## src/rtl/lcd_pkg.sv

```systemverilog
// rtl/lcd_pkg.sv - LCD character parser shared states, code constants and hex-to-code table
package lcd_pkg;

    typedef enum logic [1:0] {
        ST_IDLE    = 2'd0,
        ST_ACCUM   = 2'd1,
        ST_HOLD    = 2'd2,
        ST_DISCARD = 2'd3
    } lcd_state_e;

    localparam logic [7:0] LCD_DIGIT_BASE     = 8'h30;
    localparam logic [7:0] LCD_LETTER_BASE    = 8'h81;
    localparam logic [7:0] LCD_TERM_DEFAULT   = 8'h0D;
    localparam logic [7:0] LCD_CANCEL_DEFAULT = 8'h1B;

    // Nibble-to-code table, also used by the display path to render hex values
    localparam logic [7:0] LCD_HEX_CODE [16] = '{
        8'h30, 8'h31, 8'h32, 8'h33, 8'h34, 8'h35, 8'h36, 8'h37,
        8'h38, 8'h39, 8'h81, 8'h82, 8'h83, 8'h84, 8'h85, 8'h86
    };

    function automatic logic [7:0] hex_to_lcd(input logic [3:0] nib);
        return LCD_HEX_CODE[nib];
    endfunction

endpackage

```

## src/rtl/lcd_code_to_hex.sv

```systemverilog
// rtl/lcd_code_to_hex.sv - combinational LCD character code classifier and nibble decoder
module lcd_code_to_hex
    import lcd_pkg::*;
#(
    parameter logic [7:0] TERM_CODE   = LCD_TERM_DEFAULT,
    parameter logic [7:0] CANCEL_CODE = LCD_CANCEL_DEFAULT
) (
    input  logic [7:0] code,
    output logic [3:0] nibble,
    output logic       is_digit,
    output logic       is_term,
    output logic       is_cancel
);

    logic is_num;
    logic is_letter;

    assign is_num    = (code >= LCD_DIGIT_BASE)  && (code <= LCD_DIGIT_BASE + 8'd9);
    assign is_letter = (code >= LCD_LETTER_BASE) && (code <= LCD_LETTER_BASE + 8'd5);

    assign is_digit  = is_num || is_letter;
    assign is_term   = (code == TERM_CODE);
    assign is_cancel = (code == CANCEL_CODE);

    // 0x30..0x39 carry the value in the low nibble; 0x81..0x86 are offset by 9
    always_comb begin
        nibble = 4'd0;
        if (is_num) begin
            nibble = code[3:0];
        end else if (is_letter) begin
            nibble = code[3:0] + 4'd9;
        end
    end

endmodule

```

## src/rtl/lcd_char_parse.sv

```systemverilog
// rtl/lcd_char_parse.sv - assembles LCD hex character streams into words; LCD_PARSE_ECHO_EN adds digit echo
module lcd_char_parse
    import lcd_pkg::*;
#(
    parameter int         DIGITS      = 4,
    parameter logic [7:0] TERM_CODE   = LCD_TERM_DEFAULT,
    parameter logic [7:0] CANCEL_CODE = LCD_CANCEL_DEFAULT
) (
    input  logic                  clk,
    input  logic                  rst_n,
    input  logic [7:0]            char_in,
    input  logic                  char_valid,
    output logic                  char_ready,
    output logic [4*DIGITS-1:0]   word_out,
    output logic                  word_valid,
    input  logic                  word_ready,
    output logic [3:0]            ndig,
    output logic                  err
`ifdef LCD_PARSE_ECHO_EN
    ,
    output logic [7:0]            echo_code,
    output logic                  echo_valid
`endif
);

    localparam int W = 4 * DIGITS;

    lcd_state_e      state_q, state_d;
    logic [W-1:0]    shift_q, shift_d;
    logic [3:0]      count_q, count_d;
    logic            err_q, err_d;

    logic [3:0]      nibble;
    logic            is_digit;
    logic            is_term;
    logic            is_cancel;
    logic            accept;
    logic [W+3:0]    shift_ext;

    lcd_code_to_hex #(
        .TERM_CODE   (TERM_CODE),
        .CANCEL_CODE (CANCEL_CODE)
    ) u_code_to_hex (
        .code      (char_in),
        .nibble    (nibble),
        .is_digit  (is_digit),
        .is_term   (is_term),
        .is_cancel (is_cancel)
    );

    assign char_ready = (state_q != ST_HOLD);
    assign accept     = char_valid && char_ready;
    assign shift_ext  = {shift_q, nibble};
    assign word_out   = shift_q;
    assign ndig       = count_q;
    assign word_valid = (state_q == ST_HOLD);
    assign err        = err_q;

    always_comb begin
        state_d = state_q;
        shift_d = shift_q;
        count_d = count_q;
        err_d   = 1'b0;
        unique case (state_q)
            ST_IDLE, ST_ACCUM: begin
                if (accept) begin
                    if (is_cancel) begin
                        state_d = ST_IDLE;
                    end else if (is_term) begin
                        // A terminator with nothing accumulated is silently consumed
                        state_d = (state_q == ST_ACCUM) ? ST_HOLD : ST_IDLE;
                    end else if (is_digit) begin
                        if (count_q < 4'(DIGITS)) begin
                            shift_d = shift_ext[W-1:0];
                            count_d = count_q + 4'd1;
                            state_d = ST_ACCUM;
                        end else begin
                            err_d   = 1'b1;
                            state_d = ST_DISCARD;
                        end
                    end else begin
                        err_d   = 1'b1;
                        state_d = ST_DISCARD;
                    end
                end
            end
            ST_HOLD: begin
                if (word_ready) begin
                    state_d = ST_IDLE;
                end
            end
            ST_DISCARD: begin
                if (accept && (is_term || is_cancel)) begin
                    state_d = ST_IDLE;
                end
            end
            default: state_d = ST_IDLE;
        endcase
        // Any transition into IDLE starts the next word from a clean slate
        if (state_d == ST_IDLE) begin
            shift_d = '0;
            count_d = 4'd0;
        end
    end

    always_ff @(posedge clk) begin
        if (!rst_n) begin
            state_q <= ST_IDLE;
            shift_q <= '0;
            count_q <= 4'd0;
            err_q   <= 1'b0;
        end else begin
            state_q <= state_d;
            shift_q <= shift_d;
            count_q <= count_d;
            err_q   <= err_d;
        end
    end

`ifdef LCD_PARSE_ECHO_EN
    logic [7:0] echo_code_q;
    logic       echo_valid_q;

    always_ff @(posedge clk) begin
        if (!rst_n) begin
            echo_code_q  <= 8'h00;
            echo_valid_q <= 1'b0;
        end else begin
            echo_valid_q <= accept && is_digit;
            if (accept && is_digit) begin
                echo_code_q <= char_in;
            end
        end
    end

    assign echo_code  = echo_code_q;
    assign echo_valid = echo_valid_q;
`endif

endmodule

```

## config.mk

```make
export PLATFORM = sky130hd
export DESIGN_NAME = lcd_char_parse
export DESIGN_NICKNAME = d
export VERILOG_FILES = /design/src/rtl/lcd_pkg.sv /design/src/rtl/lcd_code_to_hex.sv /design/src/rtl/lcd_char_parse.sv
export SDC_FILE = /design/constraint.sdc
export NUM_CORES = 1
export LEC_CHECK = 0
export BUFFER_PORTS_ARGS = -buffer_cell sky130_fd_sc_hd__buf_2
export CORE_MARGIN = 5
export CORE_UTILIZATION = 45
export CTS_CLUSTER_SIZE = 25
export DETAILED_ROUTE_END_ITERATION = 8
export PLACE_DENSITY = 0.83
export SYNTH_ARGS = -nofsm -noshare
export SYNTH_HDL_FRONTEND = slang
export SYNTH_SLANG_ARGS = --single-unit
```

## constraint.sdc

```tcl
create_clock -name clk -period 1.65 [get_ports clk]
set_clock_uncertainty 0.05 [all_clocks]
set_input_delay 0.165 -clock clk [delete_from_list [all_inputs] [get_ports clk]]
set_output_delay 0.165 -clock clk [all_outputs]
set_load 0.005 [all_outputs]
```

==> results.json <==
{
  "synth_compound_area_frac": 0.135,
  "powerDensity_nw_per_um2": 622,
  "fin_crit_ns": 1.59,
  "gp_congestion": 0.817,
  "ys_ff_latch": 23,
  "dr.pass1.iters": 4,
  "ys_async_sr_fraction": 0,
  "cp_data_required_time_ns": 1.82,
  "worst-path-buf-inv": 3,
  "seq_area_frac_synth": 0.404,
  "clockBufferDepth": 2,
  "vias_per_cell": 5.13,
  "synth_top_family_by_area": "simple AND/OR/NAND/NOR gates",
  "fin_cells": 203,
  "whs_ns": 0.114,
  "cp-start-kind": "input pin",
  "drt_iter0_drc": 21,
  "cts_htree_levels": 1,
  "start_util": 0.464,
  "syn_avg_cell_area_sq_um": 9.50,
  "synth_area_leader_cell": "dfxtp_1",
  "endpoint_kind": "flop",
  "max_slew_margin": 0.679,
  "cp_slowest_stage_delay_ns": 0.34,
  "nets": 190,
  "clock_latency_ns": 0.31,
  "criticalPathCategory": "input pin to flop",
  "synth-edff-count": 0,
  "syn_to_final_growth_pct": 41.4,
  "synth.top_cell.area_share": 0.404,
  "synth-xor-area-share": 0.00768,
  "hold_viol_final": 0,
  "synth_cells": 120,
  "gr-total-overflow": 0,
  "timing.final.ws_setup_ns": 0.0591,
  "ios": 35,
  "synth-main-ff-cell": "dfxtp_1",
  "cts_hold_buf": 0,
  "cts_root_buf": "clkbuf_4",
  "ys_warn_count": 0,
  "drtAntennaViolNets": 0,
  "syn_nets": 136,
  "setup-violations-final": 0,
  "synth_simple_gate_area_share": 0.212,
  "cts_tree": "yes",
  "worst_pin_slew_ns": 0.476,
  "drive_gt1_frac": 0.434,
  "synthAdderAreaFrac": 0.0439,
  "power_frac_seq": 0.567,
  "slew_violations": 0,
  "ys_top_cells_by_area": "dfxtp_1 40%, mux2i_1 12%, nor2_1 7.6%, ha_1 4.4%, buf_6 3.0%",
  "grt_max_degree": 14,
  "cap_viol_max_count": 0,
  "p_comb_frac": 0.172,
  "power_switching_uw": 264,
  "fp-row-count": 18,
  "p_leak_uw": 0.000857,
  "antenna_cells": 0,
  "vias": 1042,
  "arrival_ns": 1.76,
  "dieHeight_microns": 60.3,
  "grt_pass1_vias": 1014,
  "cts_made_buffers": 3,
  "detail_route.wl_per_cell_microns": 13.6,
  "grt_pass1_wl_microns": 4120,
  "die_w_microns": 60.3,
  "internal_power_uw": 738,
  "drc_errors": 0,
  "fillerInstances": 207,
  "ys_types": 38,
  "path_max_fanout": 6,
  "core-area_sq_um": 2450,
  "clock_power_share": 0.260,
  "yosys-mux-area-fraction": 0.133,
  "place_ws_ns": -0.318,
  "outcome": "finished clean",
  "syn-cell-area_sq_um": 1140,
  "cp_cell_sequence": "buf_4 > inv_2 > ha_4 > or3b_1 > and4_4 > o211ai_4 > buf_12 > mux2i_2 > nor2_1",
  "cts.clk_slew.worst_paths_ns": 0.13,
  "fin_crit_sh": 0.964,
  "grt_usage": 0.149,
  "drt_wl_total_microns": 2750,
  "swShare": 0.263,
  "ir_drop_mv": 0.642,
  "io_buffer_count": 34,
  "worst_path_max_delay_cell": "or3b_1",
  "clock-sinks": 23,
  "critPathTopFamily": "simple AND/OR/NAND/NOR gates",
  "max_freq_mhz": 629,
  "place_inst": 197,
  "antenna_found_initial": 0,
  "hpwl_microns": 2080,
  "hold_class": "input pin to flop",
  "die_area_sq_um": 3640
}
[state kept, by name, summed over array words and instances (netlist names)]
register	flops
word_out	16
ndig	4
state_q	2
err	1
[cell usage in the layout (no fill, tap or decap), drive strengths merged, types with 2 or more instances in the layout]
cell and instances:
inv 8, mux2i 14, o21ai 4, and4 2, clkbuf 4, dfxtp 23
nor2b 2, and3b 2, nand3b 2, nand2 4, nor2 23, ha 4
nor3 2, a21oi 6, buf 53
[final cells by class]
type                            count  area (sq um)  share of cell area
Timing Repair Buffer               54           367               0.227
Tap cell                           30          37.5              0.0233
Multi-Input combinational cell     84           677               0.420
Clock inverter                      1          5.00             0.00311
Inverter                            8          42.5              0.0264
Sequential cell                    23           460               0.286
Clock buffer                        3          22.5              0.0140
[final timing paths]
check             slack (ns)                         to                      from  depth (start not counted)
hold / removal          0.11             err$_SDFF_PP0_                     rst_n                          2
setup / recovery        0.06   word_out[7]$_SDFFE_PP0P_                char_in[0]                          9
hold reg to reg         0.44   word_out[2]$_SDFFE_PP0P_  word_out[2]$_SDFFE_PP0P_                          2
setup reg to reg        0.08  word_out[10]$_SDFFE_PP0P_     state_q[0]$_SDFF_PN0_                          5
[synthesized netlist by cell type (2+ instances only)]
cell and number:
dfxtp_1 23, nor2_1 23, buf_2 2, ha_1 4, nor2b_1 2, buf_6 3
a21oi_1 6, o21ai_0 2, and3b_1 2, inv_1 8, nand3b_1 2, nand2_1 4
mux2i_1 14
[logic make-up (layout without fill, tap and decap cells)]
kind of cell	Yosys count	after routing
AO/OA/AOI/OAI	20	20
XOR/XNOR	1	1
adder cells (fa/ha/maj)	4	4
buffers and inverters	13	66
flip-flops	23	23
multiplexers	15	15
AND/OR/NAND/NOR	44	44
[metrics by stage]
| stage | setup TNS [ns] | instance area (sq um) | utilization | total power (uW) |
|---|---|---|---|---|
| detailed placement | -5.87 | 1500 | 0.609 | 733 |
| floorplan | -0.672 | 1180 | - | 657 |
| CTS | 0 | 1520 | 0.620 | 985 |
| global route | -0.0346 | 1610 | 0.656 | 1050 |
| finish | 0 | 1610 | 0.656 | 1000 |
| global placement | -4.95 | 1500 | 0.609 | 727 |
[routing by layer]
metal  up-vias  global-route usage  wire [microns]
li1        522                   -               -
met1       484               0.164            1120
met2        30               0.276            1440
met3         6              0.0319             143
met4         0              0.0601              53
met5         -                   0               0
[power groups by stage]
stage / logic (uW) / clock network (uW) / registers (uW)
floorplan: 77.3 / 0 / 579
global placement: 148 / 0 / 580
detailed placement: 153 / 0 / 580
CTS: 154 / 264 / 568
global route: 188 / 296 / 570
finish: 173 / 261 / 568
[timing repair]
item                                    in CTS  in global routing
resized for setup                            0                 13
setup buffers                                0                  1
endpoints found under the setup margin       0                 20
Note: power is estimated with default switching activity, not from simulation.
